==> src/rtl/pipe_add.sv <==
module pipe_add #(
  parameter int WIDTH  = 16,
  parameter int STAGES = 4
) (
  input  logic                    clk,
  input  logic                    rst_n,
  input  logic                    in_vld,
  input  logic signed [WIDTH-1:0] A,
  input  logic signed [WIDTH-1:0] B,
  input  logic                    sub,
  output logic                    out_vld,
  output logic signed [WIDTH-1:0] sum,
  output logic                    cout,
  output logic                    ovfl
);

  localparam int SW = WIDTH / STAGES;

  function automatic logic ovfl_fn(input logic a_msb, input logic b_msb, input logic s_msb);
    return (a_msb == b_msb) && (s_msb != a_msb);
  endfunction

  for (genvar k = 0; k < STAGES; k++) begin : g_stage
    // stage k: add slice k of the effective operands plus the carry from stage k-1
    logic                    vld_in;
    logic signed [WIDTH-1:0] a_in;
    logic signed [WIDTH-1:0] b_in;
    logic signed [WIDTH-1:0] sum_in;
    logic                    c_in;
    logic [SW:0]             slice;
    logic signed [WIDTH-1:0] sum_next;

    logic                    vld_p;
    logic signed [WIDTH-1:0] a_p;
    logic signed [WIDTH-1:0] b_p;
    logic signed [WIDTH-1:0] sum_p;
    logic                    cry_p;

    if (k == 0) begin : g_first
      assign vld_in = in_vld;
      assign a_in   = A;
      assign b_in   = sub ? ~B : B;
      assign sum_in = '0;
      assign c_in   = sub;
    end else begin : g_next
      assign vld_in = g_stage[k-1].vld_p;
      assign a_in   = g_stage[k-1].a_p;
      assign b_in   = g_stage[k-1].b_p;
      assign sum_in = g_stage[k-1].sum_p;
      assign c_in   = g_stage[k-1].cry_p;
    end

    assign slice = {1'b0, a_in[k*SW +: SW]} + {1'b0, b_in[k*SW +: SW]} + (SW+1)'(c_in);

    always_comb begin
      sum_next = sum_in;
      sum_next[k*SW +: SW] = slice[SW-1:0];
    end

    always_ff @(posedge clk or negedge rst_n) begin
      if (!rst_n) begin
        vld_p <= 1'b0;
        a_p   <= '0;
        b_p   <= '0;
        sum_p <= '0;
        cry_p <= 1'b0;
      end else begin
        vld_p <= vld_in;
        if (vld_in) begin
          a_p   <= a_in;
          b_p   <= b_in;
          sum_p <= sum_next;
          cry_p <= slice[SW];
        end
      end
    end
  end

  // output: final stage registers, overflow from the effective operand MSBs
  logic unused_ops;
  assign unused_ops = ^{g_stage[STAGES-1].a_p[WIDTH-2:0], g_stage[STAGES-1].b_p[WIDTH-2:0]};

  assign out_vld = g_stage[STAGES-1].vld_p;
  assign sum     = g_stage[STAGES-1].sum_p;
  assign cout    = g_stage[STAGES-1].cry_p;
  assign ovfl    = ovfl_fn(g_stage[STAGES-1].a_p[WIDTH-1],
                           g_stage[STAGES-1].b_p[WIDTH-1],
                           g_stage[STAGES-1].sum_p[WIDTH-1]);

endmodule

==> config.mk <==
export PLATFORM = sky130hd
export DESIGN_NAME = pipe_add
export DESIGN_NICKNAME = d
export VERILOG_FILES = /design/src/rtl/pipe_add.sv
export SDC_FILE = /design/constraint.sdc
export NUM_CORES = 1
export LEC_CHECK = 0
export CORE_ASPECT_RATIO = 1.25
export CORE_MARGIN = 4
export CORE_UTILIZATION = 59
export DETAILED_ROUTE_END_ITERATION = 8
export GPL_ROUTABILITY_DRIVEN = 0
export PLACE_DENSITY = 0.91
export SLEW_MARGIN = 10
export SYNTH_ARGS = -nofsm -noshare
export SYNTH_HDL_FRONTEND = slang
export SYNTH_SLANG_ARGS = --single-unit
==> constraint.sdc <==
create_clock -name clk -period 4.63 [get_ports clk]
set_input_delay 1.1575 -clock clk [delete_from_list [all_inputs] [get_ports clk]]
set_output_delay 1.1575 -clock clk [all_outputs]
set_load 0.02 [all_outputs]
After elaboration in Yosys (flattened, before gate mapping) --
Index checks and enable logic that the tools add are counted.
Cells by class: eq/ne operators 2, mux-type cells 1, $add $sub $neg 8, reduce and logical (&&, ||, !) cells 1, bitwise gates (word level) 1
Operators by type and width (count):
- 4-bit by 4-bit adder with 5-bit output | 4
- 5-bit by 1-bit adder with 5-bit output | 4
- 16-bit two-way mux | 1
- 16-bit NOT | 1
- 1-bit equality test | 1
- 1-bit logical AND | 1
- 1-bit inequality test | 1
Storage, ports and cells: register bits 176, output and inout bits 19

Depth between registers and ports, before layout --
depth in word-level cells 4, gate-level depth with buffers 7, mapped depth without buffers 6

Least setup slack after synthesis --
No wires, ideal clock.
path kind input port to flip-flop, start point input port sub, end point register g_stage[0].cry_p, stages on the path 7, arrival time 2.437 ns, library setup time 0.136 ns, setup slack 2.056 ns, required time 4.494 ns, cells stage by stage buf_6 > buf_4 > xor2_1 > fa_1 > a21o_1 > a21oi_1 > a21oi_1
On the way: longest elaborated chain between the ends 3
RTL lines:
- start: declaration | RTL line 10 | input logic sub,
- 16-bit two-way mux | RTL line 42 | assign b_in = sub ? ~B : B;
- 4-bit by 4-bit adder with 5-bit output | RTL line 53 | assign slice = {1'b0, a_in[k*SW +: SW]} + {1'b0, b_in[k*SW +: SW]} + (SW+1)'(c_in);
- 5-bit by 1-bit adder with 5-bit output (*) | RTL line 53
- end signal: assignment | RTL line 73 | cry_p <= slice[SW];
- end: declaration | RTL line 37 | logic cry_p;
Every way passes the cells marked *; elsewhere a longest branch is shown, timed or not. A chain may end at the register's enable or synchronous reset.

Worst setup path after layout --
Same ends and word-level chain as after synthesis.

==> metrics.log <==
INFO  metric outcome = finished, final reports clean
INFO  metric postSynthAreaPerCell = between 10 and 15 um2
INFO  metric crit_required = between 4 and 5 ns
INFO  metric finish_stage_setup_viols = 0
INFO  metric whs = 0.502 ns
INFO  metric clkLatencyLatePin = 0.36 ns
INFO  metric yosys.cell_count.top_type = dfrtp_1
INFO  metric max_slew.worst_pin.slew = 1.19 ns
INFO  metric power.net_switching = 0.742 mW
INFO  metric timing.final.hold_violations = 0
INFO  metric port_buffers = 54
INFO  metric row_count = 34
INFO  metric timing.final.crit_period = 3.11 ns
INFO  metric ys_ff_latch = 98
INFO  metric max_cap_violations = 0
INFO  metric leakage = 2.18 nW
INFO  metric htree_num_levels = 3
INFO  metric finalNonFillerCells = ~470
INFO  metric vias_in_the_first_global_route = between 2000 and 3000
INFO  metric setup.worst_path.class = in -> reg
INFO  metric largest_voltage_drop_on_the_vdd_net = 0.264 mV
INFO  metric first_iter_violations = around 180
INFO  metric timing.critical_path.from_type = input port
INFO  metric synth_cells = approximately 320
INFO  metric via_per_inst = ~5.5
INFO  metric netlist-cell-type-count = 30
INFO  metric grt_start_max_net_pins = 74
INFO  metric cts_root_buffer = clkbuf_8
INFO  metric final_util = 72.1%
INFO  metric cts.repair.resized = 0
INFO  metric routed_wl = 7.78 mm
INFO  metric drt_pass1_iterations = 6
INFO  metric dp_worst_slack = around 1.1 ns
INFO  metric initial_core_utilization = 61.1%
INFO  metric synth_top_cells_by_count = dfrtp_1, mux2_2, a21oi_1, nor2_1, inv_1
INFO  metric cts_buffers = 9
INFO  metric rsz0062_at_grt = no
INFO  metric placeableCoreArea = 7020 um2
INFO  metric detail_route.drc_violations = 0
INFO  metric power_per_cell_area = 489 nW/um2
INFO  metric clkTransAtPathRegs = 0.09 ns
INFO  metric antenna_found_initial = 0
INFO  metric share_clk_of_total_power = 22.9%
INFO  metric syn2layout_area_growth = 18.0%
INFO  metric wl_per_cell = around 17 um
INFO  metric synth_top_cell_by_area = dfrtp_1
INFO  metric globalRouteOverflowTotal = 0
INFO  metric sw_frac_of_total = 30.0%
INFO  metric grt_pass1_wl = 13.1 mm
INFO  metric ant_nets = 0
INFO  metric dieHeight = around 100 um
INFO  metric synth-edff-count = 0
INFO  metric global_route.usage.total = approximately 20%
INFO  metric layout-drive-gt1-share = 21.9%
INFO  metric hpwlAfterDp = approximately 5.4 mm
INFO  metric slew-limit-headroom = 20.4%
INFO  metric vias = 2569
INFO  metric ios = 55
INFO  metric power_report.internal_total = ~1.7 mW
INFO  metric worst_slack = approximately 1.5 ns
INFO  metric netlist_area = 4290 um2
INFO  metric p_seq_share = 48.8%
INFO  metric post-synth-top-area-fraction = a little under three fifths
INFO  metric final_min_period_over_clock_period = between 60% and 70%
INFO  metric worst-path-max-fanout = 16
INFO  metric post_cts_setup_buffers = 0
INFO  metric n_antenna_cell = 0
INFO  metric power.share.combinational = 28.2%
INFO  metric fmax = around 320 MHz
INFO  metric count_of_filler_cells_inserted_in_the_layout = 478
INFO  metric final_max_slew_viol_count = 0
INFO  metric postCtsHoldBufs = 0
INFO  metric net_count_of_the_mapped_netlist = 379
INFO  metric final.setup.tns = 0 ns
INFO  metric synth-main-ff-cell = dfrtp_1
INFO  metric holdCritPathClass = reg -> reg
INFO  metric cts_tree = built
INFO  metric share_of_the_yosys_chip_area_belonging_to_registers = 57.2%
INFO  metric fin_nets = 429
INFO  metric final_skew = 0.0128 ns
INFO  metric die_area = 8710 um2
INFO  metric area.sequential = 2450 um2
INFO  metric footprint_of_the_multi_input_gates = 1690 um2
INFO  metric critical_path.endpoint_type = register
INFO  metric floorplan.die.width = between 80 and 90 um
INFO  metric dp_cells = ~450
INFO  metric cts_sinks = 98
INFO  metric netlist_top_cells_area = dfrtp_1, mux2_2, ha_1
INFO  metric async_flop_share = 100%
INFO  metric arrival = 3.32 ns
INFO  metric ys.warnings.count = 0
INFO  metric clk_path_buf_depth = 2
==> placed cells by master (no fill, tap or decap), drive strengths merged, types with 2 or more instances in the layout <==
cell / n
dfrtp: 98
clkbuf: 12
fa: 7
nand2: 7
o21ai: 7
ha: 12
nor2b: 6
mux2: 65
xor2: 3
o2111ai: 3
a21o: 3
mux2i: 3
nand4: 3
nand3b: 3
clkinv: 2
buf: 3
nand2b: 2
xnor2: 17
or4b: 2
a21oi: 22
nor2: 20
clkdlybuf4s50: 52
a31oi: 3
inv: 19
==> sequential cells by signal, indices dropped and copies added, names as in the netlist <==
signal,flops
g_stage.sum_p,24
g_stage.b_p,25
g_stage.a_p,25
sum,16
g_stage.cry_p,3
out_vld,1
cout,1
g_stage.vld_p,3
==> worst max-delay path, cell delays in order <==
cell,delay (ns)
clkdlybuf4s50_1,1.00
xor2_1,0.26
fa_1,0.49
a21o_1,0.20
a21oi_1,0.14
a21oi_1,0.08
==> kinds of logic (layout without fill, tap and decap cells) <==
| kind of cell | Yosys count | count (layout) | synth area share [%] |
|---|---|---|---|
| xor gates and xnor gates | 20 | 20 | 4.08 |
| muxes | 68 | 68 | 17.8 |
| buffers and inverters | 34 | 89 | 3.53 |
| DFF | 98 | 98 | 57.2 |
| and+or+nand+nor | 44 | 44 | 5.07 |
| AOI/OAI and AO/OA | 41 | 41 | 5.54 |
| adders and majority gates | 19 | 19 | 6.77 |
==> metrics by stage <==
step	area, um2	power (mW)
after floorplan	4290	1.61
after global placement	4860	1.87
after detailed placement	4860	1.93
after CTS	5060	2.49
after global routing	5060	2.62
final	5060	2.47
==> area by class of cell <==
type	count	share of cell area, %
clock buffer	12	3.06
clock inverter	4	0.964
inverter	18	1.33
multi-input combinational	192	33.3
sequential	98	48.4
tap	90	2.22
timing repair buffer	55	10.7
==> metal layers <==
metal  vias to the layer above  global-route usage, %  share of wire (%)
met5                         -                      0                  0
li1                       1203                      -                  -
met4                         0                   8.17                2.1
met3                        14                   4.52                4.3
met1                      1292                   23.6                 42
met2                        60                   34.5                 52
==> path summary, 6_finish.rpt <==
kind | start | end | slack, ns | depth (start not counted)
worst min register to register | g_stage[0].a_p[9] | g_stage[1].a_p[9] | 0.50 | 2
worst min-delay path | g_stage[0].a_p[9] | g_stage[1].a_p[9] | 0.50 | 2
max in group asynchronous | rst_n | g_stage[2].b_p[15] | 2.83 | 2
worst max-delay path | sub | g_stage[0].cry_p | 1.52 | 6
min in group asynchronous | rst_n | g_stage[0].a_p[10] | 0.92 | 1
worst max register to register | g_stage[2].a_p[12] | cout | 2.70 | 5
==> power by group through the flow <==
stage               Clock (mW)  Sequential, mW  Combinational (mW)
finish                   0.568            1.21               0.698
global route             0.613            1.24               0.764
CTS                      0.574            1.21               0.705
detailed placement           0            1.23               0.699
global placement             0            1.21               0.657
floorplan                    0            1.26               0.355
(Power assumes the default switching activity.)
